File: src/rtl/axi_lite_pkg.sv
// Shared types and AXI response codes for the AXI4-Lite command master.
package axi_lite_pkg;

    typedef enum logic [2:0] {
        IDLE,
        WR_REQ,
        WR_RESP,
        RD_REQ,
        RD_DATA,
        RESP
    } state_t;

    localparam logic [1:0] RESP_OKAY   = 2'b00;
    localparam logic [1:0] RESP_SLVERR = 2'b10;

endpackage

File: src/rtl/axi_lite_if.sv
// AXI4-Lite bus bundle; master drives the request side, slave the response side.
interface axi_lite_if;

    logic [31:0] awaddr;
    logic        awvalid;
    logic        awready;
    logic [31:0] wdata;
    logic [3:0]  wstrb;
    logic        wvalid;
    logic        wready;
    logic [1:0]  bresp;
    logic        bvalid;
    logic        bready;
    logic [31:0] araddr;
    logic        arvalid;
    logic        arready;
    logic [31:0] rdata;
    logic [1:0]  rresp;
    logic        rvalid;
    logic        rready;

    modport master (
        output awaddr, awvalid, wdata, wstrb, wvalid, bready, araddr, arvalid, rready,
        input  awready, wready, bresp, bvalid, arready, rdata, rresp, rvalid
    );

    modport slave (
        input  awaddr, awvalid, wdata, wstrb, wvalid, bready, araddr, arvalid, rready,
        output awready, wready, bresp, bvalid, arready, rdata, rresp, rvalid
    );

endinterface

File: src/rtl/axi_lite_master.sv
// Single-outstanding AXI4-Lite master: turns one cmd_* request into one bus
// transaction and returns the outcome on rsp_*, aborting after TIMEOUT_CYCLES.
module axi_lite_master
    import axi_lite_pkg::*;
#(
    parameter int unsigned TIMEOUT_CYCLES = 256
) (
    input  logic        clk,
    input  logic        rst_n,
    input  logic        cmd_valid,
    output logic        cmd_ready,
    input  logic        cmd_write,
    input  logic [31:0] cmd_addr,
    input  logic [31:0] cmd_wdata,
    input  logic [3:0]  cmd_wstrb,
    output logic        rsp_valid,
    input  logic        rsp_ready,
    output logic [31:0] rsp_rdata,
    output logic [1:0]  rsp_resp,
    output logic        rsp_write,
    output logic        rsp_timeout,
    axi_lite_if.master  m_axi
);

    localparam int unsigned      CNT_W   = $clog2(TIMEOUT_CYCLES);
    localparam logic [CNT_W-1:0] CNT_MAX = CNT_W'(TIMEOUT_CYCLES - 1);

    state_t           state;
    logic [CNT_W-1:0] timer;
    logic             busy;
    logic             finish;
    logic             aw_ok;
    logic             w_ok;

    assign busy   = state inside {WR_REQ, WR_RESP, RD_REQ, RD_DATA};
    assign finish = (state == WR_RESP && m_axi.bvalid) || (state == RD_DATA && m_axi.rvalid);
    // A channel is finished once its valid has dropped or its handshake happens now.
    assign aw_ok  = !m_axi.awvalid || m_axi.awready;
    assign w_ok   = !m_axi.wvalid  || m_axi.wready;

    // NOTE: reset is active-high on rst_n and asynchronous, so it sits in the sensitivity list as posedge.
    always_ff @(posedge clk or posedge rst_n) begin
        if (rst_n) begin
            state         <= IDLE;
            timer         <= '0;
            cmd_ready     <= 1'b0;
            rsp_valid     <= 1'b0;
            rsp_rdata     <= '0;
            rsp_resp      <= RESP_OKAY;
            rsp_write     <= 1'b0;
            rsp_timeout   <= 1'b0;
            m_axi.awaddr  <= '0;
            m_axi.awvalid <= 1'b0;
            m_axi.wdata   <= '0;
            m_axi.wstrb   <= '0;
            m_axi.wvalid  <= 1'b0;
            m_axi.bready  <= 1'b0;
            m_axi.araddr  <= '0;
            m_axi.arvalid <= 1'b0;
            m_axi.rready  <= 1'b0;
        end else begin
            case (state)
                IDLE: begin
                    if (cmd_valid && cmd_ready) begin
                        cmd_ready   <= 1'b0;
                        timer       <= '0;
                        rsp_write   <= cmd_write;
                        rsp_rdata   <= '0;
                        rsp_resp    <= RESP_OKAY;
                        rsp_timeout <= 1'b0;
                        if (cmd_write) begin
                            m_axi.awaddr  <= cmd_addr;
                            m_axi.wdata   <= cmd_wdata;
                            m_axi.wstrb   <= cmd_wstrb;
                            m_axi.awvalid <= 1'b1;
                            m_axi.wvalid  <= 1'b1;
                            state         <= WR_REQ;
                        end else begin
                            m_axi.araddr  <= cmd_addr;
                            m_axi.arvalid <= 1'b1;
                            state         <= RD_REQ;
                        end
                    end else begin
                        cmd_ready <= 1'b1;
                    end
                end
                WR_REQ: begin
                    if (m_axi.awready) m_axi.awvalid <= 1'b0;
                    if (m_axi.wready)  m_axi.wvalid  <= 1'b0;
                    if (aw_ok && w_ok) begin
                        m_axi.bready <= 1'b1;
                        state        <= WR_RESP;
                    end
                end
                WR_RESP: begin
                    if (m_axi.bvalid) begin
                        m_axi.bready <= 1'b0;
                        rsp_resp     <= m_axi.bresp;
                        rsp_valid    <= 1'b1;
                        state        <= RESP;
                    end
                end
                RD_REQ: begin
                    if (m_axi.arready) begin
                        m_axi.arvalid <= 1'b0;
                        m_axi.rready  <= 1'b1;
                        state         <= RD_DATA;
                    end
                end
                RD_DATA: begin
                    if (m_axi.rvalid) begin
                        m_axi.rready <= 1'b0;
                        rsp_rdata    <= m_axi.rdata;
                        rsp_resp     <= m_axi.rresp;
                        rsp_valid    <= 1'b1;
                        state        <= RESP;
                    end
                end
                RESP: begin
                    if (rsp_ready) begin
                        rsp_valid <= 1'b0;
                        cmd_ready <= 1'b1;
                        state     <= IDLE;
                    end
                end
                default: state <= IDLE;
            endcase

            // Abort overrides whatever the state logic above decided this cycle.
            if (busy) begin
                if (timer == CNT_MAX && !finish) begin
                    m_axi.awvalid <= 1'b0;
                    m_axi.wvalid  <= 1'b0;
                    m_axi.bready  <= 1'b0;
                    m_axi.arvalid <= 1'b0;
                    m_axi.rready  <= 1'b0;
                    rsp_rdata     <= '0;
                    rsp_resp      <= RESP_SLVERR;
                    rsp_timeout   <= 1'b1;
                    rsp_valid     <= 1'b1;
                    state         <= RESP;
                end else if (timer != CNT_MAX) begin
                    timer <= timer + 1'b1;
                end
            end
        end
    end

endmodule

File: src/flat_wrapper.sv
// flat-port wrapper written by rule: the top's interface ports become plain ports
module axi_lite_master_flat import axi_lite_pkg::*;
#(
    parameter int unsigned TIMEOUT_CYCLES = 256
)
  (clk, rst_n, cmd_valid, cmd_ready, cmd_write, cmd_addr, cmd_wdata, cmd_wstrb, rsp_valid, rsp_ready, rsp_rdata, rsp_resp, rsp_write, rsp_timeout, m_axi_awaddr, m_axi_awvalid, m_axi_wdata, m_axi_wstrb, m_axi_wvalid, m_axi_bready, m_axi_araddr, m_axi_arvalid, m_axi_rready, m_axi_awready, m_axi_wready, m_axi_bresp, m_axi_bvalid, m_axi_arready, m_axi_rdata, m_axi_rresp, m_axi_rvalid);
  axi_lite_if m_axi_i ();
  input  logic clk;
  input  logic rst_n;
  input  logic cmd_valid;
  output logic cmd_ready;
  input  logic cmd_write;
  input  logic [31:0] cmd_addr;
  input  logic [31:0] cmd_wdata;
  input  logic [3:0] cmd_wstrb;
  output logic rsp_valid;
  input  logic rsp_ready;
  output logic [31:0] rsp_rdata;
  output logic [1:0] rsp_resp;
  output logic rsp_write;
  output logic rsp_timeout;
  output wire logic [$bits(m_axi_i.awaddr)-1:0] m_axi_awaddr;
  output wire logic [$bits(m_axi_i.awvalid)-1:0] m_axi_awvalid;
  output wire logic [$bits(m_axi_i.wdata)-1:0] m_axi_wdata;
  output wire logic [$bits(m_axi_i.wstrb)-1:0] m_axi_wstrb;
  output wire logic [$bits(m_axi_i.wvalid)-1:0] m_axi_wvalid;
  output wire logic [$bits(m_axi_i.bready)-1:0] m_axi_bready;
  output wire logic [$bits(m_axi_i.araddr)-1:0] m_axi_araddr;
  output wire logic [$bits(m_axi_i.arvalid)-1:0] m_axi_arvalid;
  output wire logic [$bits(m_axi_i.rready)-1:0] m_axi_rready;
  input wire logic [$bits(m_axi_i.awready)-1:0] m_axi_awready;
  input wire logic [$bits(m_axi_i.wready)-1:0] m_axi_wready;
  input wire logic [$bits(m_axi_i.bresp)-1:0] m_axi_bresp;
  input wire logic [$bits(m_axi_i.bvalid)-1:0] m_axi_bvalid;
  input wire logic [$bits(m_axi_i.arready)-1:0] m_axi_arready;
  input wire logic [$bits(m_axi_i.rdata)-1:0] m_axi_rdata;
  input wire logic [$bits(m_axi_i.rresp)-1:0] m_axi_rresp;
  input wire logic [$bits(m_axi_i.rvalid)-1:0] m_axi_rvalid;
  assign m_axi_awaddr = m_axi_i.awaddr;
  assign m_axi_awvalid = m_axi_i.awvalid;
  assign m_axi_wdata = m_axi_i.wdata;
  assign m_axi_wstrb = m_axi_i.wstrb;
  assign m_axi_wvalid = m_axi_i.wvalid;
  assign m_axi_bready = m_axi_i.bready;
  assign m_axi_araddr = m_axi_i.araddr;
  assign m_axi_arvalid = m_axi_i.arvalid;
  assign m_axi_rready = m_axi_i.rready;
  assign m_axi_i.awready = m_axi_awready;
  assign m_axi_i.wready = m_axi_wready;
  assign m_axi_i.bresp = m_axi_bresp;
  assign m_axi_i.bvalid = m_axi_bvalid;
  assign m_axi_i.arready = m_axi_arready;
  assign m_axi_i.rdata = m_axi_rdata;
  assign m_axi_i.rresp = m_axi_rresp;
  assign m_axi_i.rvalid = m_axi_rvalid;
  axi_lite_master #(.TIMEOUT_CYCLES(TIMEOUT_CYCLES)) u_core (.clk(clk), .rst_n(rst_n), .cmd_valid(cmd_valid), .cmd_ready(cmd_ready), .cmd_write(cmd_write), .cmd_addr(cmd_addr), .cmd_wdata(cmd_wdata), .cmd_wstrb(cmd_wstrb), .rsp_valid(rsp_valid), .rsp_ready(rsp_ready), .rsp_rdata(rsp_rdata), .rsp_resp(rsp_resp), .rsp_write(rsp_write), .rsp_timeout(rsp_timeout), .m_axi(m_axi_i));
endmodule
File: config.mk
export PLATFORM = sky130hd
export DESIGN_NAME = axi_lite_master_flat
export DESIGN_NICKNAME = d
export VERILOG_FILES = /design/src/rtl/axi_lite_pkg.sv /design/src/rtl/axi_lite_if.sv /design/src/rtl/axi_lite_master.sv /design/src/flat_wrapper.sv
export SDC_FILE = /design/constraint.sdc
export NUM_CORES = 1
export LEC_CHECK = 0
export BUFFER_PORTS_ARGS = -buffer_cell sky130_fd_sc_hd__buf_2
export CAP_MARGIN = 20
export CORE_ASPECT_RATIO = 0.6
export CORE_MARGIN = 2
export CORE_UTILIZATION = 40
export CTS_CLUSTER_SIZE = 16
export DETAILED_ROUTE_END_ITERATION = 6
export PLACE_DENSITY_LB_ADDON = 0.2
export SYNTH_ARGS = -nofsm -noshare
export SYNTH_HDL_FRONTEND = slang
export SYNTH_SLANG_ARGS = --single-unit
File: constraint.sdc
create_clock -name clk -period 5.2 [get_ports clk]
set_input_delay 1.04 -clock clk [delete_from_list [all_inputs] [get_ports clk]]
set_output_delay 1.04 -clock clk [all_outputs]
set_load 0.02 [all_outputs]
* Yosys cells after proc, flatten, opt, wreduce, memory -nomap -nowiden
Index checks and enable logic that the tools add are counted.
Cells by class: mux-type cells 67, bitwise gates (word level) 1, add/sub/neg operators 1, equality and inequality tests 8, reduce and logical (&&, ||, !) cells 18
Operators by type and width (number):
- $mux 32 | 4
- $pmux 32 s2 | 1
- $mux 8 | 5
- $mux 1 | 34
- $mux 3 | 8
- $pmux 3 s6 | 1
- $mux 2 | 6
- $pmux 1 s2 | 6
- $add 8x1->8 const B | 1
- $eq 8x8->1 const B | 1
- $ne 8x8->1 const B | 1
- $eq 3x2->1 const B | 2
- $eq 3x3->1 const B | 2
- $pmux 2 s3 | 1
- $reduce_and 3->1 | 2
- $logic_and 1x1->1 | 5
- $reduce_and 2->1 | 2
- $reduce_bool 4->1 | 1
- $eq 3x1->1 const B | 1
- $logic_not 1->1 | 3
- $logic_not 3->1 | 1
- $logic_or 1x1->1 | 3
- $pmux 1 s3 | 1
- $ne 2x2->1 const B | 1
- other kinds (2) | 2
Storage, ports and cells: output and inout port bits 143, register bits 154, word-level logic and storage cells 112, input port bits 114

* Longest topological paths before layout
depth after elaboration 7, gate-level depth with buffers 7, depth with buffers taken out 5

* Worst setup path after synthesis
Ideal clock, no wire load.
path kind input port to flip-flop, start input port cmd_valid, end register u_core.m_axi.araddr[10], buffers on the path 1, slack 2893 ps, arrival 2182 ps, library setup time 125 ps, data required time 5075 ps, stages 4, cells stage by stage nand2_1 -> nor4b_4 -> buf_2 -> mux2_2
On the way: cells in the longest elaborated chain, start to end 2
RTL lines:
- from (decl) | line flat_wrapper.sv:10 | input logic cmd_valid;
- $logic_and 1x1->1 | line axi_lite_master.sv:64 | if (cmd_valid && cmd_ready) begin
- $reduce_and 3->1 (no line)
- to (signal assigned) | line axi_lite_master.sv:79 | m_axi.araddr <= cmd_addr;
- to (decl) | line axi_lite_if.sv:23 | output awaddr, awvalid, wdata, wstrb, wvalid, bready, araddr, arvalid, rready,
Every way passes these cells. A chain may end at the register's enable or synchronous reset.

* Final worst setup path
start input port cmd_valid, end register u_core.m_axi.wdata[18]
On the way: cells in the longest elaborated chain, start to end 2
RTL lines:
- $logic_and 1x1->1 | line axi_lite_master.sv:64
- $reduce_and 3->1 (no line)
- to (signal assigned) | line axi_lite_master.sv:73 | m_axi.wdata <= cmd_wdata;
- to (decl) | line axi_lite_if.sv:23
Every way passes these cells.

==> run summary <==
The flow ran to the end, and the final reports show no timing, DRC or antenna violations. Across the run, the number of max-cap violations was 0. The delay of the slowest cell on the worst path is 570 ps. The total core area is 0.0154 mm². The share of total power in sequential cells is 0.375. Setup repair after global routing left no endpoint under its margin.

The synthesis warning total came out at 0. STA puts the critical path data required time at 5480 ps. The arrival time of data at the critical path endpoint is 2670 ps. Summed over all instances, the cell type with the most area after synthesis is dfrtp_1. The cell count after synthesis is 490.

The count of buffer and inverter cells on the critical path came out at 1. The via count of the first global-routing pass came out at 4,955. The share of power burned in combinational logic is 0.423. Summed over all nets, the switching power comes to 2360 µW. The share of synthesized area in the top cell type comes to 0.610. The maximum fanout along the worst path came out at 71. In the finished design, the share of the clock period the worst path needs comes to 0.460. For the final database, setup skew stands at 14.4 ps. In this run the tightest slew margin relative to its limit is 0.341. The proportion of power drawn by the clock network came out at 0.202.

The area used by multi-input combinational logic is 0.00233 mm². The total power per unit cell area is 688 mW/mm². The die footprint came out at 0.0169 mm².

The total nets after synthesis is 605. The total clock buffers created by CTS came out at 17. The tree is rooted in a clkbuf_16. The kind of cell with the highest combined delay along the critical path is simple AND/OR/NAND/NOR gates. After detailed routing, the total wire length is 15,900 µm. The number of design rule violations left after detail routing is 0.

The average instance area after synthesis came out at 12.9 µm². The number of detailed-route iterations in the first pass is 4. The post-synthesis register bit count came out at 154. The share of cells above drive strength 1 is 0.444. The count of fill cells added during filler insertion is 1,342.

The mean number of vias per cell came out at 5.06. The transition time of the tightest slew-check pin is 988 ps. Among all flip-flop cells after synthesis, the most frequent one is dfrtp_1. Of the total power, the share spent switching nets is 0.412. The count of distinct cell types in the synthesized netlist is 43.

The all-layer global routing usage came out at 0.190. The maximum buffer depth of the clock tree came out at 2. The clock latency on the worst-skew pair is 410 ps. The pin count of the biggest net entering global routing is 87. Buffers inserted to repair hold after CTS numbered 0. Timing would allow up to 418 MHz. The final critical delay including setup and external delays came out at 2390 ps.

The clock-pin slew on the worst setup and hold paths is 60 ps. The share of flip-flops with an asynchronous set or reset came out at 1.00. The wire-length estimate of the detail-placed layout is 11,300 µm.

The via count of the routed design is 4,840. Setup violations remaining at the end of the flow were counted as 0. The final hold violation count came out at 0. Post-CTS timing repair inserted 0 buffers for setup. The final-layout worst hold slack is 484 ps.

The count of cells resized by post-cts repair came out at 0. The initial antenna violation count came out at 0. The number of levels in the clock H-tree came out at 4. The overall overflow remaining after global route is 0.

The final setup TNS is 0 ps. In this run the remaining antenna-violating nets after routing total 0. For this design, the slowest cell found on the critical path is nand2_4. The global placement routability congestion came out at 0.785. STA classifies the critical path endpoint as a flip-flop. The first global-routing pass estimated 25,600 µm of wire. The starting density of the core is 0.410. For this run, the register share of the synthesized area comes to 0.610.

Buffers placed on the I/O ports in this run total 256. The post-synth design cell area came out at 0.00632 mm². The count of routing violations after the opening detailed-route iteration came out at 228. After synthesis, the most frequently instantiated cells are dfrtp_1 (154), mux2_1 (68), nand2_1 (46), nor2_1 (37), a2bb2oi_1 (33).

Summing all flip-flop and latch instances after layout gives 0.00385 mm². The top-level I/O count came out at 257. dfrtp_1 is the most common cell in the netlist. The final routed wire length divided by cell count is 16.7 µm. The number of flops mapped to enable cells by yosys came out at 0. Walking the worst path, the cells encountered are buf_2 -> nand2_1 -> nor4_4 -> nand2_4 -> mux2_1. By area the synthesized netlist is led by dfrtp_1 (61%), mux2_1 (12%), mux2_2 (5.7%), a2bb2oi_1 (4.6%), nand2_1 (2.7%).

The max-slew violation count came to 0. The number of rows in the core area is 35. The maximum VDD drop is 0.000317 V. The net count reported at finish is 855. Measured along the x axis, the die boundary spans 166 µm.

The height of the chip came out at 101 µm. TritonCTS built the clock tree. The number of antenna diodes in the final layout is 0. The layout overhead on the synthesized area is 32.0%. The worst hold path belongs to the class reg -> reg. The worst setup path is of the in -> reg kind.

The static leakage power came out at 0.00427 µW. The number of clock sinks is 154. Internal power comes to 3380 µW.

STA classifies the critical path startpoint as an input pin.
[kinds of logic (layout without fill, tap and decap cells)]
group           Yosys count  after routing  share of synthesized area
flops                   154            154                      0.610
simple gates            124            124                     0.0970
mux                     101            101                      0.180
compound gates           73             73                     0.0865
buf+inv                  37            300                     0.0253
fa+ha+maj                 1              1                    0.00198
[stage by stage]
step / util / instance area, µm² / instances / total power [µW] / setup WS [ps]
floorplan: - / 6320 / 490 / 3730 / 10.2
global placement: 0.505 / 7790 / 924 / 4520 / 2410
detailed placement: 0.505 / 7790 / 924 / 4620 / 2350
CTS: 0.541 / 8340 / 956 / 5810 / 2790
global route: 0.541 / 8340 / 956 / 6100 / 2600
finish: 0.541 / 8340 / 956 / 5740 / 2810
[state kept, by name, summed over array words and instances, names as in the netlist, 2 cells and up]
signal and flops:
u_core.rsp_resp 2, u_core.state 3, u_core.m_axi.wdata 32, u_core.timer 8
u_core.m_axi.wstrb 4, u_core.m_axi.awaddr 32, u_core.m_axi.araddr 32, u_core.rsp_rdata 32
[path summary, 6_finish.rpt]
check                      slack [ps]                    start                       to  cells past startpoint
hold reg to reg                   480  u_core.m_axi.awaddr[30]  u_core.m_axi.awaddr[30]                      1
setup / recovery                 2810                cmd_valid   u_core.m_axi.wdata[18]                      5
hold / removal                    480  u_core.m_axi.awaddr[30]  u_core.m_axi.awaddr[30]                      1
min in group asynchronous         790                    rst_n   u_core.m_axi.wdata[27]                      2
setup reg to reg                 2810          u_core.state[0]   u_core.m_axi.wdata[18]                      3
max in group asynchronous        3370                    rst_n   u_core.m_axi.araddr[6]                      3
[placed cells by master (no fill, tap or decap), types with 5 or more instances in the layout]
cell	netlist	final
nand3b_1	5	5
mux2_2	32	32
a21oi_1	8	8
nor2_1	37	37
o211ai_1	5	5
buf_2	17	256
nand2_1	46	46
o21ai_0	9	9
buf_4	0	7
a2bb2oi_1	33	33
inv_6	0	6
nand3_1	13	13
mux2_1	68	68
dfrtp_1	154	154
clkbuf_16	0	17
[layer usage]
| metal | routed length, µm | track usage | vias up |
|---|---|---|---|
| met5 | 0 | 0 | - |
| met4 | 134 | 0.0630 | 0 |
| met3 | 633 | 0.0387 | 10 |
| met2 | 7680 | 0.307 | 139 |
| met1 | 7490 | 0.261 | 2451 |
| li1 | - | - | 2240 |
[power by group through the flow]
stage | Combinational, µW | Clock [µW] | Sequential [µW]
finish | 2430 | 1160 | 2150
CTS | 2460 | 1190 | 2160
global route | 2620 | 1250 | 2230
global placement | 2390 | 0 | 2130
floorplan | 940 | 0 | 2790
detailed placement | 2460 | 0 | 2160
[layout make-up]
class | count | area share
clock buffer | 17 | 0.0510
clock inverter | 15 | 0.0153
inverter | 5 | 0.00285
multi-input combinational | 299 | 0.279
sequential | 154 | 0.462
tap | 203 | 0.0304
timing repair buffer | 263 | 0.160
[worst register-to-register path, stage by stage, from the launching register on]
cell     delay, ps
dfrtp_1        660
nor4_4         450
nand2_4        570
mux2_1         600
Power figures use the tool's default switching activity.
